<file path="src/rtl/sat_counter.sv">
// Saturating up-counter with synchronous clear; clear beats increment.
module sat_counter #(
  parameter int W = 8
) (
  input  logic         clk,
  input  logic         rst_n,
  input  logic         inc,
  input  logic         clr,
  output logic [W-1:0] count
);

  logic [W-1:0] r_count;

  // Count up on inc, stick at all-ones, clr forces zero.
  always_ff @(posedge clk or negedge rst_n) begin
    if (!rst_n) begin
      r_count <= '0;
    end else if (clr) begin
      r_count <= '0;
    end else if (inc && (r_count != '1)) begin
      r_count <= r_count + W'(1);
    end
  end

  assign count = r_count;

endmodule

</file>
<file path="config.mk">
export PLATFORM = sky130hd
export DESIGN_NAME = sat_counter
export DESIGN_NICKNAME = d
export VERILOG_FILES = /design/src/rtl/sat_counter.sv
export SDC_FILE = /design/constraint.sdc
export NUM_CORES = 1
export LEC_CHECK = 0
export CAP_MARGIN = 20
export CORE_UTILIZATION = 26
export DETAILED_ROUTE_END_ITERATION = 10
export PLACE_DENSITY = 0.58
export SKIP_LAST_GASP = 1
export SLEW_MARGIN = 15
export SYNTH_ARGS = -nofsm -noshare
export SYNTH_HDL_FRONTEND = slang
export SYNTH_SLANG_ARGS = --single-unit
</file>
<file path="constraint.sdc">
create_clock -name clk -period 1.89 [get_ports clk]
set_input_delay 0.189 -clock clk [delete_from_list [all_inputs] [get_ports clk]]
set_output_delay 0.189 -clock clk [all_outputs]
set_load 0.005 [all_outputs]
</file>
Word level (Yosys, flattened, before mapping):

Cells that the tools add are included.

* flip-flop bits (word level): 8
* bits in latches: 0
* bits in writable memories: 0
* ROM bits: 0
* input port bits: 4
* logic and storage cells: 7
* memories kept: 0

* $add $sub $neg: 1
* multiply operators: 0
* divide/modulo/power cells: 0
* magnitude comparators: 0
* equality and inequality tests: 1
* shift operators: 0
* muxes and demuxes: 2
* bitwise gates (word level): 0
* reductions and logical operators: 2

Operator list (count)
* $mux 8: 2
* $add 8x1->8 const B: 1
* $ne 8x8->1 const B: 1
* $reduce_bool 2->1: 1
* $logic_and 1x1->1: 1

Longest topological paths before layout:

Gate-level depths: netlist of run 1.

* depth after elaboration: 4
* gate-level depth with buffers: 4
* gate-level depth less buffers: 4

Worst setup path before layout of run 1:

No wires, ideal clock.

* kind: flip-flop to flip-flop
* from: register r_count[0] (netlist: count[0])
* to: register r_count[0] (netlist: count[0])
* arrival: 1.480 ns
* path slack: 0.286 ns
* stages on the path, launching flop included: 5
* cells stage by stage: dfrtp_1 > ha_1 > and4_2 > a21boi_1 > mux2_2

* cells in the longest elaborated chain, start to end: 3

Ends and longest elaborated chain
* from (decl): line 12 `logic [W-1:0] r_count;`
* from (signal assigned): line 21 `r_count <= r_count + W'(1);`
* $add 8x1->8 or $ne 8x8->1 (tied branches): line 21, 20
* $mux 8 or $logic_and 1x1->1 (tied branches): line 20 `end else if (inc && (r_count != '1)) begin`
* $mux 8 or $reduce_bool 2->1 (tied branches)

Several ways; a longest one is shown, not always the timed one. The select of a mux whose other input is x is not followed.
A chain may end at the register's enable or synchronous reset.

Worst setup path in the final report of run 1:

Ends and elaborated chain as after synthesis.

==> out/summary.txt, run 1 <==
=================================================================================
Hold_buf cts .......................................................            0
Max-slew headroom at the worst pin .................................        0.742
Final hold vios ....................................................            0
Post-synthesis net count ...........................................           54
Drt initial violations .............................................           14
Max IR drop VDD ....................................................       325 uV
Largest register FFs ...............................................            8
Cell area reported after detailed placement ........................     603 um^2
Critical path class ................................................ flip-flop to flip-flop
Wire length after detailed routing .................................       954 um
Area of the core ...................................................    1590 um^2
Std-Cell Rows ......................................................           14
Fillers ............................................................          159
Final design instance area without fill ............................     626 um^2
Largest fanout on the critical path ................................            7
Clk slew on worst S/H paths ........................................      0.05 ns
Kind of end point of the critical path .............................    flip-flop
Post-cts resize count ..............................................            0
Wire length of the first global-routing pass .......................      1700 um
Combinational share of power .......................................        0.111
Worst min path class ............................................... input pin to asynchronous set/reset pin
Mean instance size in the synthesized netlist ......................    9.47 um^2
Main synth FF type ................................................. sky130_fd_sc_hd__dfrtp_1
Number of pins with negative max-slew slack in the final report ....            0
H-tree levels ......................................................            1
Number of instances in the synthesized netlist .....................           49
Number of warnings printed during yosys synthesis ..................            0
Clock tree root driver cell ........................................ sky130_fd_sc_hd__clkbuf_4
Die Span X .........................................................      44.3 um
Clock latency reported for the late side of the worst-skew pair ....      0.25 ns
Flop and latch count out of synthesis ..............................            8
Share of cells above drive strength 1 ..............................        0.129
TritonRoute pass-1 iters ...........................................            6
Fraction of synthesis flops using an asynchronous set or reset pin .         1.00
Final antenna-violating net count ..................................            0
Placer Congestion ..................................................        0.751
Count of max-cap constraint violations .............................            0
Wire length per cell ...............................................      11.1 um
Post-route setup TNS ...............................................         0 ns
P&R area growth vs syn .............................................        34.8%
Cell-internal power ................................................     0.270 mW
Number of synthesized flops with an enable pin .....................            0
Final #Nets ........................................................           69
Count of cell types in the netlist .................................           28
Post-detailed-route DRC marker count ...............................            0
Result of the run .................................................. complete, no violations
Power density cells ................................................  560 nW/um^2
Vias after detailed routing ........................................          412
Total inserted antenna cells .......................................            0
Portion of total power attributed to sequential cells ..............        0.518
Lkg Pwr ............................................................     0.243 nW
Floorplan die area .................................................    1960 um^2
Initial Utilization ................................................        0.291
RSZ-0062 raised after global routing ...............................        false
Antenna violations before repair ...................................            0
Net switching power figure .........................................    0.0807 mW
Port-buffer cells ..................................................           11
Global-route usage over all layers .................................        0.121
Total CTS buffers ..................................................            3
Skew final .........................................................  0.000275 ns
Tightest Pin Transition ............................................     0.386 ns
Switching fraction of total power ..................................        0.230
Critical path data required time ...................................      2.03 ns
I/O Pins ...........................................................           12
TritonCTS clock tree ...............................................          yes
Post-synthesis cell area ...........................................     464 um^2
Chip Height ........................................................      44.3 um
Largest net degree at the start of global routing ..................           12
Final period utilization ...........................................        0.905
Clock period minus final worst setup slack .........................      1.71 ns
Worst setup SP type ................................................    flip-flop
Number of failing setup endpoints in the final timing report .......            0
Deepest clock path buffer count ....................................            2
Min setup slack post-route .........................................     0.180 ns
Global route overflow ..............................................            0
DPL Wire Length ....................................................       686 um
Routed vias/inst ...................................................         4.79
Post-CTS Setup Repair Bufs .........................................            0
Via count of the first global-routing pass .........................          380
# clock sinks ......................................................            8
Worst slack after detailed placement ...............................     0.185 ns
Arrival @ worst endpoint ...........................................      1.85 ns
Share of total power in the clock network ..........................        0.371
Sequential element share of the synthesized area ...................        0.431
Maximum achievable frequency .......................................      585 MHz
=================================================================================
[final cells by class]
class                      instances  area (um^2)  share of cell area
clock buffer                       3         22.5              0.0360
sequential                         8          200               0.320
multi-input combinational         37          248               0.396
timing repair buffer              12          118               0.188
tap                               24         30.0              0.0480
inverter                           2         7.51              0.0120
[per-layer routing]
metal  vias to the layer above  share of wire  track usage
met5                         -              0            0
met4                         0              0       0.0182
met3                         0          0.070       0.0735
met2                        14           0.42        0.168
met1                       186           0.51        0.165
li1                        212              -            -
[synthesized netlist by cell type (2+ instances only)]
library cell               number  area share
sky130_fd_sc_hd__mux2_2         2       0.049
sky130_fd_sc_hd__nor2b_1        3       0.040
sky130_fd_sc_hd__nor3_1         4       0.043
sky130_fd_sc_hd__nand3_1        2       0.022
sky130_fd_sc_hd__nand2b_1       3       0.040
sky130_fd_sc_hd__nand2_1        2       0.016
sky130_fd_sc_hd__dfrtp_1        8        0.43
sky130_fd_sc_hd__nor2_1         2       0.016
sky130_fd_sc_hd__a21oi_1        3       0.032
sky130_fd_sc_hd__inv_1          2       0.016
[worst paths after layout]
check / from / to / slack, ns / depth (start not counted)
worst max-delay path: count[0] / count[0] / 0.18 / 4
worst min-delay path: rst_n / count[3] / 0.22 / 1
worst max register to register: count[0] / count[0] / 0.18 / 4
worst min register to register: count[7] / count[7] / 0.58 / 2
max in group asynchronous: rst_n / count[5] / 1.40 / 1
min in group clk: count[7] / count[7] / 0.58 / 2
[worst max-delay path: stages (launching register included)]
cell,delay [ns]
sky130_fd_sc_hd__dfrtp_1,0.43
sky130_fd_sc_hd__ha_1,0.29
sky130_fd_sc_hd__and4_2,0.29
sky130_fd_sc_hd__a21boi_1,0.23
sky130_fd_sc_hd__mux2_2,0.36
[cells in the final DEF, fill, tap and decap left out]
master                             n
sky130_fd_sc_hd__a2111oi_0         1
sky130_fd_sc_hd__a211oi_1          1
sky130_fd_sc_hd__a21boi_1          1
sky130_fd_sc_hd__a21oi_1           3
sky130_fd_sc_hd__a31oi_1           1
sky130_fd_sc_hd__a41oi_1           1
sky130_fd_sc_hd__and3_1            1
sky130_fd_sc_hd__and4_1            1
sky130_fd_sc_hd__and4_2            1
sky130_fd_sc_hd__buf_4             1
sky130_fd_sc_hd__clkbuf_4          3
sky130_fd_sc_hd__clkdlybuf4s50_1  11
sky130_fd_sc_hd__dfrtp_1           8
sky130_fd_sc_hd__ha_1              1
sky130_fd_sc_hd__inv_1             2
sky130_fd_sc_hd__mux2_2            2
sky130_fd_sc_hd__mux2i_1           1
sky130_fd_sc_hd__nand2_1           2
sky130_fd_sc_hd__nand2b_1          3
sky130_fd_sc_hd__nand3_1           2
sky130_fd_sc_hd__nand3_2           1
sky130_fd_sc_hd__nand4_1           1
sky130_fd_sc_hd__nor2_1            2
sky130_fd_sc_hd__nor2b_1           3
sky130_fd_sc_hd__nor3_1            4
sky130_fd_sc_hd__nor3b_1           1
sky130_fd_sc_hd__nor4_1            1
sky130_fd_sc_hd__o21ai_0           1
sky130_fd_sc_hd__or3_1             1
[cells by family after synthesis]
logic type	Yosys count	synth area share
flops	8	0.431
compound gates	9	0.127
mux	3	0.0701
buf+inv	4	0.0350
simple gates	24	0.310
fa+ha+maj	1	0.0269
[power groups by stage]
stage          Combinational, mW  Clock [mW]  Sequential [mW]
6_report                  0.0389       0.130            0.182
5_1_grt                   0.0441       0.150            0.182
3_3_place_gp              0.0405           0            0.184
3_5_place_dp              0.0395           0            0.184
4_1_cts                   0.0400       0.138            0.182
2_1_floorplan             0.0175           0            0.184
[stage by stage]
step / total power, mW / hold slack (ns) / utilization / cells
floorplan: 0.201 / -0.107 / - / 49
global placement: 0.224 / 0.514 / 0.378 / 83
detailed placement: 0.224 / 0.508 / 0.378 / 83
CTS: 0.359 / 0.232 / 0.392 / 86
global route: 0.377 / 0.247 / 0.392 / 86
finish: 0.351 / 0.222 / 0.392 / 86
Note: power is estimated with default switching activity, not from simulation.
==> run 2: changes to the inputs <==
- ABC_CLOCK_PERIOD_IN_PS: unset -> 1890
- CAP_MARGIN: 20 -> 15
==> results of run 2 <==
The final DEF is identical to that of run 1; final timing and power are the same.
==> run 3: changes to the inputs <==
- CTS_CLUSTER_DIAMETER: unset -> 40
- GPL_TIMING_DRIVEN: unset -> 0
==> out/summary.txt, run 3 (same netlist as run 1, synthesis figures left out) <==
==============================================================================
Result of the run ............................................... complete, no violations
Reg-to-reg startpoint ...........................................     count[0]
TritonRoute pass-1 iters ........................................            6
Port-buffer cells ...............................................           10
Share of cells above drive strength 1 ...........................        0.129
Most common cell after layout, fill and taps aside .............. sky130_fd_sc_hd__clkdlybuf4s50_1
Arrival @ worst endpoint ........................................      1.91 ns
Combinational share of power ....................................        0.105
Die Span X ......................................................      44.3 um
Clk slew on worst S/H paths .....................................      0.06 ns
Switching fraction of total power ...............................        0.243
Antenna violations before repair ................................            0
Area of the core ................................................    1590 um^2
Net switching power figure ......................................    0.0861 mW
Final hold vios .................................................            0
Cell-by-cell listing of the critical path ....................... ha_1, and4_2, a21boi_1, mux2_2
Std-Cell Rows ...................................................           14
Clock period minus final worst setup slack ......................      1.77 ns
Clock latency reported for the late side of the worst-skew pair .      0.25 ns
Met3 demand-to-capacity share in global routing .................       0.0612
Largest net degree at the start of global routing ...............           11
CP startpoint ...................................................     count[0]
Vias after detailed routing .....................................          399
Floorplan die area ..............................................    1960 um^2
Wire length of the first global-routing pass ....................      1830 um
Post-detailed-route DRC marker count ............................            0
Clock tree root driver cell ..................................... sky130_fd_sc_hd__clkbuf_4
Maximum achievable frequency ....................................      566 MHz
Final Hold Slack ................................................     0.218 ns
Critical path class ............................................. flip-flop to flip-flop
Share of total power in the clock network .......................        0.382
Final period utilization ........................................        0.935
H-tree levels ...................................................            1
Final #Nets .....................................................           69
Routing layer with the top usage in global route ................         met1
Placer Congestion ...............................................        0.696
Critical-path top delay cell .................................... sky130_fd_sc_hd__dfrtp_1
Number of pins with negative max-slew slack in the final report .            0
Post-route non-filler standard cell count .......................           86
Worst setup SP type .............................................    flip-flop
RSZ-0062 raised after global routing ............................        false
Power density cells .............................................  574 nW/um^2
Total instance count after detailed placement ...................           83
Deepest clock path buffer count .................................            2
Global route overflow ...........................................            0
Global-route usage over all layers ..............................        0.130
M1 GR Usage .....................................................        0.191
Post-CTS Setup Repair Bufs ......................................            0
TritonCTS clock tree ............................................          yes
Via count of the first global-routing pass ......................          384
Total inserted antenna cells ....................................            0
Largest fanout on the critical path .............................            7
# clock sinks ...................................................            8
Portion of total power attributed to sequential cells ...........        0.513
P&R area growth vs syn ..........................................        32.9%
Hold_buf cts ....................................................            0
Max IR drop VDD .................................................       265 uV
Final antenna-violating net count ...............................            0
Drt initial violations ..........................................            9
Largest stage delay on the critical path ........................      0.43 ns
Count of max-cap constraint violations ..........................            0
Kind of end point of the critical path ..........................    flip-flop
Post-route setup TNS ............................................         0 ns
I/O Pins ........................................................           12
Max-slew headroom at the worst pin ..............................        0.727
Routed vias/inst ................................................         4.64
Critical path data required time ................................      2.03 ns
Tightest Pin Transition .........................................     0.410 ns
Post-cts resize count ...........................................            0
Skew final ......................................................   0.00118 ns
Commonest cells after routing, fill and taps aside .............. sky130_fd_sc_hd__clkdlybuf4s50_1, sky130_fd_sc_hd__dfrtp_1, sky130_fd_sc_hd__nor3_1
Number of failing setup endpoints in the final timing report ....            0
Lkg Pwr .........................................................     0.240 nW
Cell area reported after detailed placement .....................     594 um^2
Wire length after detailed routing ..............................      1040 um
DPL Wire Length .................................................       728 um
Wire length per cell ............................................      12.1 um
Worst min path class ............................................ input pin to asynchronous set/reset pin
Met2 capacity usage during global routing .......................        0.168
Final design instance area without fill .........................     617 um^2
Total CTS buffers ...............................................            3
Chip Height .....................................................      44.3 um
Largest register FFs ............................................            8
Cell-internal power .............................................     0.268 mW
Initial Utilization .............................................        0.291
==============================================================================
## run 3: routing by layer
layer  part of all wire  vias to the layer above
met5                  0                        -
met4             0.0077                        0
met3              0.050                        2
met2               0.41                       11
met1               0.53                      175
li1                   -                      211
## run 3: final timing paths
| check | cells past startpoint | slack, ns | end |
|---|---|---|---|
| min in group clk | 3 | 0.33 | count[2] |
| worst max-delay path | 4 | 0.12 | count[0] |
| worst min-delay path | 1 | 0.22 | count[3] |
| worst max register to register | 4 | 0.12 | count[0] |
| worst min register to register | 2 | 0.59 | count[7] |
| max in group asynchronous | 1 | 1.40 | count[5] |
## run 3: layout make-up
cell class	instances	area, um^2
multi-input cells	37	248
repair buffers	10	100
plain buffers	2	8.76
fillers	164	977
inverters	2	7.51
flip-flops and latches	8	200
well taps	24	30.0
clock buffers	3	22.5
## run 3: through the flow
stage | setup slack (ns) | utilization | power, mW
6_report | 0.122 | 0.387 | 0.354
5_1_grt | 0.0382 | 0.387 | 0.377
4_1_cts | 0.120 | 0.387 | 0.362
3_5_place_dp | 0.158 | 0.373 | 0.222
3_3_place_gp | 0.159 | 0.373 | 0.222
2_1_floorplan | 0.286 | - | 0.201
## run 3: worst max-delay path: cells and delay by family (launching register included)
kind | cells | cell delay, ns
DFF | 1 | 0.43
muxes | 1 | 0.37
adders and majority gates | 1 | 0.30
and+or+nand+nor | 1 | 0.29
AOI/OAI and AO/OA | 1 | 0.26
## run 3: power groups by stage
stage	registers, mW	clock network (mW)	logic [mW]
5_1_grt	0.182	0.154	0.0411
6_report	0.182	0.135	0.0373
2_1_floorplan	0.184	0	0.0175
4_1_cts	0.182	0.142	0.0380
3_5_place_dp	0.185	0	0.0375
3_3_place_gp	0.184	0	0.0372
